<file path="src/rtl/mem_resp_pkg.sv">
// ---------------------------------------------------------------------------
// mem_resp_pkg
// Shared constants for the memory responder slice: data width, wait-state
// counter width and the FSM state encoding used by mem_responder.
// No ports (package only).
// ---------------------------------------------------------------------------
package mem_resp_pkg;

  localparam int DATA_W = 32;
  localparam int CNT_W  = 4;

  // FSM encoding kept as plain constants so older tooling can share it.
  localparam logic [1:0] ST_IDLE = 2'd0;
  localparam logic [1:0] ST_WAIT = 2'd1;
  localparam logic [1:0] ST_RESP = 2'd2;

endpackage

</file>
<file path="src/rtl/mem_resp_ram.sv">
// ---------------------------------------------------------------------------
// mem_resp_ram
// Single-port word storage with one write port and a registered read.
// Read-before-write on a shared address: rdata returns the old contents,
// which is fine because the responder never returns read data for a write.
// The array has no reset so it maps onto block RAM.
//
// Ports:
//   clk    in   clock
//   en     in   access enable (read capture and optional write)
//   we     in   write enable, qualified by en
//   addr   in   word index
//   wdata  in   write data
//   rdata  out  registered read data, updates only when en=1
// ---------------------------------------------------------------------------
module mem_resp_ram
  import mem_resp_pkg::*;
#(
  parameter int DEPTH = 64,
  parameter int AW    = $clog2(DEPTH)
) (
  input  logic              clk,
  input  logic              en,
  input  logic              we,
  input  logic [AW-1:0]     addr,
  input  logic [DATA_W-1:0] wdata,
  output logic [DATA_W-1:0] rdata
);

  logic [DATA_W-1:0] mem [DEPTH];

  always_ff @(posedge clk) begin
    if (en) begin
      if (we) begin
        mem[addr] <= wdata;
      end
      rdata <= mem[addr];
    end
  end

endmodule

</file>
<file path="src/rtl/mem_responder.sv">
// ---------------------------------------------------------------------------
// mem_responder
// Single-outstanding memory responder. A request is accepted in IDLE,
// optionally delayed WAIT_CYCLES cycles in WAIT, then the storage access
// happens on the edge entering RESP, where the response is held until the
// initiator takes it.
//
// Optional feature: define MEM_RESP_ALIGN_CHECK_EN to reject requests whose
// req_addr[1:0] is non-zero (no storage write, rsp_err=1, rsp_rdata=0).
// Without it the low address bits are ignored and rsp_err is always 0.
//
// Ports:
//   clk        in   clock, rising edge
//   reset      in   synchronous active-low reset
//   req_valid  in   request present
//   req_ready  out  high only in IDLE (and not in reset)
//   req_we     in   1 = write, 0 = read
//   req_addr   in   byte address, wraps modulo DEPTH*4
//   req_wdata  in   write data
//   rsp_valid  out  response present (RESP state)
//   rsp_ready  in   initiator accepts response
//   rsp_rdata  out  read data, 0 for writes and errored requests
//   rsp_err    out  alignment error flag
// ---------------------------------------------------------------------------
module mem_responder
  import mem_resp_pkg::*;
#(
  parameter int DEPTH       = 64,
  parameter int WAIT_CYCLES = 2
) (
  input  logic        clk,
  input  logic        reset,
  input  logic        req_valid,
  output logic        req_ready,
  input  logic        req_we,
  input  logic [31:0] req_addr,
  input  logic [31:0] req_wdata,
  output logic        rsp_valid,
  input  logic        rsp_ready,
  output logic [31:0] rsp_rdata,
  output logic        rsp_err
);

  localparam int AW = $clog2(DEPTH);
  localparam logic [CNT_W-1:0] CNT_ONE  = CNT_W'(1);
  localparam logic [CNT_W-1:0] CNT_LOAD = CNT_W'(WAIT_CYCLES);

  logic [1:0]        state_reg, state_next;
  logic [CNT_W-1:0]  cnt_reg, cnt_next;
  logic              we_reg;
  logic [AW+1:0]     addr_reg;
  logic [DATA_W-1:0] wdata_reg;
  logic              rdata_en_reg;

  logic              accept;
  logic              enter_resp;
  logic              sel_we;
  logic [AW+1:0]     sel_addr;
  logic [DATA_W-1:0] sel_wdata;
  logic              sel_bad;
  logic [DATA_W-1:0] ram_rdata;

  // Address bits above the word index are intentionally ignored.
  logic unused_addr_hi;
  assign unused_addr_hi = ^req_addr[31:AW+2];

  assign req_ready = (state_reg == ST_IDLE) && reset;
  assign rsp_valid = (state_reg == ST_RESP);
  assign accept    = req_valid && req_ready;

  // With zero wait states the storage access happens on the accept edge
  // itself, so the live request fields are used instead of the latched copy.
  assign sel_we    = (state_reg == ST_IDLE) ? req_we    : we_reg;
  assign sel_addr  = (state_reg == ST_IDLE) ? req_addr[AW+1:0] : addr_reg;
  assign sel_wdata = (state_reg == ST_IDLE) ? req_wdata : wdata_reg;

`ifdef MEM_RESP_ALIGN_CHECK_EN
  assign sel_bad = (sel_addr[1:0] != 2'b00);
`else
  assign sel_bad = 1'b0;
`endif

  // Gated by reset so a write still in flight at reset never commits.
  assign enter_resp = reset &&
                      (((state_reg == ST_IDLE) && accept && (WAIT_CYCLES == 0)) ||
                       ((state_reg == ST_WAIT) && (cnt_reg == CNT_ONE)));

  always_comb begin
    state_next = state_reg;
    cnt_next   = cnt_reg;
    case (state_reg)
      ST_IDLE: begin
        if (accept) begin
          cnt_next   = CNT_LOAD;
          state_next = (WAIT_CYCLES == 0) ? ST_RESP : ST_WAIT;
        end
      end
      ST_WAIT: begin
        cnt_next = cnt_reg - CNT_ONE;
        if (cnt_reg == CNT_ONE) begin
          state_next = ST_RESP;
        end
      end
      ST_RESP: begin
        if (rsp_ready) begin
          state_next = ST_IDLE;
        end
      end
      default: state_next = ST_IDLE;
    endcase
  end

  always_ff @(posedge clk) begin
    if (!reset) begin
      state_reg    <= ST_IDLE;
      cnt_reg      <= '0;
      rdata_en_reg <= 1'b0;
    end else begin
      state_reg <= state_next;
      cnt_reg   <= cnt_next;
      if (enter_resp) begin
        rdata_en_reg <= !sel_we && !sel_bad;
      end
    end
  end

  // Request fields need no reset: they are only consumed after an accept.
  always_ff @(posedge clk) begin
    if (accept) begin
      we_reg    <= req_we;
      addr_reg  <= req_addr[AW+1:0];
      wdata_reg <= req_wdata;
    end
  end

  mem_resp_ram #(
    .DEPTH (DEPTH),
    .AW    (AW)
  ) u_ram (
    .clk   (clk),
    .en    (enter_resp),
    .we    (sel_we && !sel_bad),
    .addr  (sel_addr[AW+1:2]),
    .wdata (sel_wdata),
    .rdata (ram_rdata)
  );

  // The RAM output register holds its value until the next access, so the
  // response data stays stable in RESP; gating forces 0 elsewhere.
  assign rsp_rdata = (rsp_valid && rdata_en_reg) ? ram_rdata : '0;

`ifdef MEM_RESP_ALIGN_CHECK_EN
  logic err_reg;
  always_ff @(posedge clk) begin
    if (!reset) begin
      err_reg <= 1'b0;
    end else if (enter_resp) begin
      err_reg <= sel_bad;
    end
  end
  assign rsp_err = rsp_valid && err_reg;
`else
  assign rsp_err = 1'b0;
`endif

endmodule
</file>
<file path="config.mk">
export PLATFORM = sky130hd
export DESIGN_NAME = mem_responder
export DESIGN_NICKNAME = d
export VERILOG_FILES = /design/src/rtl/mem_resp_pkg.sv /design/src/rtl/mem_resp_ram.sv /design/src/rtl/mem_responder.sv
export SDC_FILE = /design/constraint.sdc
export NUM_CORES = 2
export LEC_CHECK = 0
export CORE_ASPECT_RATIO = 2
export CORE_UTILIZATION = 65
export CTS_BUF_LIST = sky130_fd_sc_hd__clkbuf_4 sky130_fd_sc_hd__clkbuf_8
export DETAILED_ROUTE_END_ITERATION = 7
export PLACE_DENSITY = 0.79
export SYNTH_ARGS = -nofsm -noshare
export SYNTH_HDL_FRONTEND = slang
export SYNTH_SLANG_ARGS = --single-unit
</file>
<file path="constraint.sdc">
create_clock -name clk -period 5 [get_ports clk]
set_input_delay 1 -clock clk [delete_from_list [all_inputs] [get_ports clk]]
set_output_delay 1 -clock clk [all_outputs]
set_load 0.05 [all_outputs]
</file>
# ---- Word level (Yosys, flattened, before mapping)
# Memory sizes are Yosys's and may differ from the RTL's. A register that Yosys moved wholly into a read port is not among the register bits.
# Cells that the tools add are included.
dict set report classes {
  n_addsub 1
  n_eq_ne 6
  n_mux 13
  reduce_logical 10
}
# operator n
set ops {}
lappend ops {{$mux W32} 2}
lappend ops {{$mux W8} 1}
lappend ops {{$pmux W4 S2} 1}
lappend ops {{$mux W2} 3}
lappend ops {{$pmux W2 S3} 1}
lappend ops {{$logic_and A1 B1 Y1} 5}
lappend ops {{$eq A4 B1 Y1 const B} 1}
lappend ops {{$mux W1} 4}
lappend ops {{$mux W4} 1}
lappend ops {{$ne A2 B1 Y1 const B} 2}
lappend ops {{$sub A4 B1 Y4 const B} 1}
lappend ops {{$reduce_and A3 Y1} 1}
lappend ops {{$eq A2 B1 Y1 const B} 1}
lappend ops {{$eq A2 B2 Y1 const B} 1}
lappend ops {{$logic_not A2 Y1} 1}
lappend ops {{$ne A2 B2 Y1 const B} 1}
lappend ops {{$reduce_and A2 Y1} 1}
lappend ops {{$reduce_bool A2 Y1} 1}
lappend ops {{$logic_not A1 Y1} 1}
dict set report word_totals {
  reg_bits 48
  ramBits 2048
  inputBits 69
  output_inout_bits 35
  n_memories 1
}
# memory depth width read_ports rd_clocked_by_memory_dff write_ports line_no
set memory_table {}
lappend memory_table {u_ram.mem 64 32 1 1 1 mem_resp_ram.sv:30} ;# logic [DATA_W-1:0] mem [DEPTH];

# ---- Longest topological paths before layout
dict set report depth {
  ltp_word 5
  ltp_mapped 12
}

# ---- Modules after synthesis
# A second synthesis with hierarchy kept.
dict set report hier_totals {
  hier_cells 4681
  area_unflattened_um2 82452.8
}
# module instances cells_each area_per_inst_um2 seq_area_each_um2
set by_module_without_submodules {}
lappend by_module_without_submodules {mem_resp_ram 1 4520 80225.7 62459.9}
lappend by_module_without_submodules {mem_responder 1 161 2227.1 1311.3}

# ---- Worst setup path after synthesis
# No wires, ideal clock.
dict set report synth_path {
  path_kind {input port to flip-flop}
  start {input port reset}
  end {memory u_ram.mem[0][0], enable pin}
  arrival_time_ps 4090
  t_required_ps 4579
  slack_ps 488
  path_stages 4
  path_buffers 0
  path_cell_list {and3_1 a21boi_1 nand3_1 nor2_1}
}
dict set report synth_via {
  elab_chain_len 3
}
# element line_no
set synth_rtl {}
lappend synth_rtl {{from (decl)} mem_responder.sv:32} ;# input logic reset,
lappend synth_rtl {{$logic_and A1 B1 Y1} mem_responder.sv:84} ;# assign enter_resp = reset &&
lappend synth_rtl {{$mux W1} mem_resp_ram.sv:33} ;# if (en) begin
lappend synth_rtl {{$mux W1 (implied by the code)} mem_resp_ram.sv:35} ;# mem[addr] <= wdata;
lappend synth_rtl {{to (decl)} mem_resp_ram.sv:30}
# Every way passes these cells.

# ---- Final worst setup path
dict set report layout_path {
  start {register state_reg[0]}
  end {output port req_ready}
}
dict set report layout_via {
  elab_chain_len 2
}
# element line_no
set layout_rtl {}
lappend layout_rtl {{from (decl)} mem_responder.sv:48} ;# logic [1:0] state_reg, state_next;
lappend layout_rtl {{from (signal assigned)} mem_responder.sv:119} ;# state_reg <= state_next;
lappend layout_rtl {{$logic_not A2 Y1} mem_responder.sv:67} ;# assign req_ready = (state_reg == ST_IDLE) && reset;
lappend layout_rtl {{$logic_and A1 B1 Y1} mem_responder.sv:67}
lappend layout_rtl {{to (decl)} mem_responder.sv:34} ;# output logic req_ready,
# Every way passes these cells.

==> key figures <==
Synthesis
  – Parity-gate share of the synthesized area counting xor and xnor cells: 0%
  – Yosys warns: 0
  – Most frequently used flop master after synthesis: edfxtp_1
  – Compound-gate portion of the synthesized area: 11.97%
  – Count of different cell masters after synthesis: 60
  – Mean cell area of the mapped netlist: 18.46 um^2
  – Synth area leader: edfxtp_1
  – Multiplexer fraction of the synthesized cell area: 2.037%
  – Post-synth ARST share: 0%
  – Post-synthesis instance total: 4259
  – Share of synthesized cell area in and, or, nand and nor gates: 2.972%
  – Post-synth net total: 4330
  – Dominant combinational cell family by area after synthesis: compound AO/OA/AOI/OAI gates
  – Number of synthesized flops with an enable pin: 2119
  – Area share of the leading cell type in the synthesized netlist: 80.94%
  – Synth Register Bits: 2126
  – Cell area after technology mapping: 0.07861 mm^2
  – Sequential fraction of the synthesis area: 81.12%
  – Cell types occupying the most area after synthesis: edfxtp_1 81%, a22oi_1 4.2%, a222oi_1 2.2%, mux2_2 1.7%, a22o_1 1.6%
  – Arithmetic-cell share of the synthesized area counting full adders, half adders and majority gates: 0.03183%

Worst setup path
  – CP bufs+invs: 2
  – Worst Setup End Kind: output pin
  – Crit-path max cell delay: 1.13 ns
  – Critical Path Fanout Max: 23
  – Critical Setup Path Class: flop to output pin
  – Data required time of the critical path: 4.00 ns
  – Cell chain of the critical path: or2_2 > buf_4 > nor2_1 > clkdlybuf4s50_1
  – Cell class contributing the biggest share of worst-path delay: flip-flops
  – Worst path slowest cell: dfxtp_1
  – Critical Path AT: 3.89 ns
  – Type of origin of the critical path: flop

Place
  – Final Wtd Congestion: 0.9465
  – Placement-stage cell area: 0.08378 mm^2
  – Half-perimeter wire length after detailed placement: 137400 um
  – # port buffers: 76
  – Setup WS pre-CTS: 0.2652 ns

Cells and area
  – Filler Cells Inserted: 6339
  – Share of post-route cells with drive strength above 1: 19.81%
  – Net count reported at finish: 4689
  – Final non-filler cell area: 0.08915 mm^2
  – Max reg flops: 2048
  – Layout overhead on the synthesized area: 13.41%
  – Post-route core utilization: 74.27%

Pwr
  – Leakage power figure: 27.87 nW
  – Worst supply voltage drop on vdd: 304.2 uV
  – Power per Cell Area: 395.9 mW/mm^2

Routing
  – Vias per Instance: 7.601
  – DR WL/cell: 37.05 um
  – Routed WL: 235500 um
  – Routed via count: 48326
  – Number of DRC markers in iteration 0: 8612
  – Number of iterations in the first detailed-routing pass: 8
  – DRC errors left: 4
  – Detail Route Antenna Nets: 0

Clocking
  – Clock tree from TritonCTS: done
  – Count of clock tree sinks: 2126
  – Reg clk slew, reported paths: 0.07 ns
  – Maximum number of buffers from clock root to sink: 4
  – Postcts setup bufs: 0
  – Clock latency at the later pin of the worst-skew pair: 1.00 ns
  – Root cell of the clock tree: clkbuf_8
  – Max H-tree Level: 5
  – Number of CTS-inserted buffers: 285

STA
  – Final period utilization: 97.87%
  – RSZ-0062 raised after global routing: no
  – Period minus WS final: 4.894 ns
  – Relative slew slack: 4.939%
  – Worst clock skew: 0.05725 ns
  – Final count of pins violating max slew: 0
  – Fmax: 0.2044 GHz
  – Worst Setup Slack, final: 0.1064 ns
  – WHS: 0.5429 ns
  – Actual transition at the worst max-transition pin: 1.426 ns
  – Endpoints failing hold: 0
  – Total setup violations reported at the end of the flow: 0
  – Setup Total Neg Slack: 0 ns

Global routing
  – Via count of the first global-routing pass: 47984
  – Global-route usage over all layers: 38.85%
  – Global route overflow: 0
  – Pin count of the biggest net entering global routing: 75
  – Initial antenna violation count: 15
  – First-pass GRT wire length: 328500 um

Die
  – Standard-cell row count: 180
  – DIE WIDTH: 247.9 um
  – Starting Density: 65.49%
  – Y dimension of the die: 493.8 um
  – Boundary pin count: 104
  – Die outline area: 0.1224 mm^2
  – Area inside the core boundary: 0.1200 mm^2

Hold path
  – Worst Hold Class: flop to flop

Status
  – Result of the run: complete, but fails checks
  – Violated checks: design-rule violations

Flow run
  – Max Cap Viol: 0
==> final cells by class <==
class                   instances  area [um^2]  area share (%)
clock inverters               107        749.5          0.8407
diodes                          5        12.51         0.01403
inverters                       4        15.01         0.01684
clock buffers                 368         4596           5.155
repair buffers                354         3986           4.471
well taps                    1547         1936           2.171
flip-flops and latches       2126        63770           71.53
multi-input cells            1847        14080           15.80
==> power breakdown <==
| part | leakage [nW] | internal [mW] | switching (mW) | total (mW) |
|---|---|---|---|---|
| registers | 19.2 | 20.0 | 0.0215 | 20.0 |
| clock network | 2.81 | 6.55 | 6.20 | 12.8 |
| logic | 5.88 | 0.687 | 1.85 | 2.53 |
| total | 27.9 | 27.2 | 8.07 | 35.3 |
==> worst register-to-register path: cells and delay by family (launching register included) <==
family,cells,cell delay (ns)
and+or+nand+nor,3,1.88
buffers and inverters,1,0.35
AOI/OAI and AO/OA,3,0.96
DFF,1,1.13
==> routing by layer <==
layer  wire (um)  track usage, %  vias to the layer above
met2      113700           61.34                     4840
met3       31800           10.07                     1213
met4       21350           30.60                       14
li1            -               -                    18762
met5          87               0                        -
met1       68570           45.11                    23497
==> cell usage after synthesis, drive strengths merged (7+ instances only) <==
library cell and number:
buf 198, nor4 20, nand3 91, a22o 142, a31oi 151, mux2i 25, clkbuf 85, nand4 14
o22ai 17, a31o 12, and3 57, mux2 120, dfxtp 7, edfxtp 2119, nor2 107, nand2 172
a221oi 135, a21oi 85, a222oi 170, a22oi 443, o21ai 20
==> worst paths after layout <==
path / slack [ns] / endpoint / from / cells past startpoint
max: 0.11 / req_ready / state_reg[0] / 4
min: 0.54 / cnt_reg[1] / cnt_reg[1] / 2
max reg2reg: 0.40 / u_ram.rdata[23] / state_reg[0] / 7
min reg2reg: 0.54 / cnt_reg[1] / cnt_reg[1] / 2
==> what timing repair did <==
action,in CTS,in global routing
gates resized for setup,1,0
setup endpoints to repair,13,0
hold buffers,0,0
==> placed cells by master, fill, tap and decap left out, types with 8 or more instances in the layout <==
cell	instances
a21oi_1	83
a221oi_1	135
a222oi_1	170
a22o_1	142
a22oi_1	443
a31o_2	12
a31oi_1	151
and3_1	55
buf_12	91
buf_4	187
bufinv_16	11
clkbuf_4	75
clkbuf_8	293
clkdlybuf4s50_1	76
clkinv_1	65
clkinv_2	24
edfxtp_1	2119
mux2_2	120
mux2i_1	25
nand2_1	136
nand2_2	35
nand3_1	89
nand4_1	14
nor2_1	39
nor2_4	65
nor4_1	20
o21ai_0	18
o22ai_1	8
o22ai_4	9
==> cells by family after synthesis <==
group | Yosys count
other | 1
and+or+nand+nor | 499
adders and majority gates | 2
DFF | 2126
buffers and inverters | 287
AOI/OAI and AO/OA | 1199
muxes | 145
==> through the flow <==
stage / cells / total power [mW]
6_report: 6358 / 35.30
5_1_grt: 6354 / 36.06
4_1_cts: 6353 / 35.20
3_5_place_dp: 5877 / 22.82
3_3_place_gp: 5877 / 22.73
2_1_floorplan: 4259 / 21.71
Note: power is estimated with default switching activity, not from simulation.
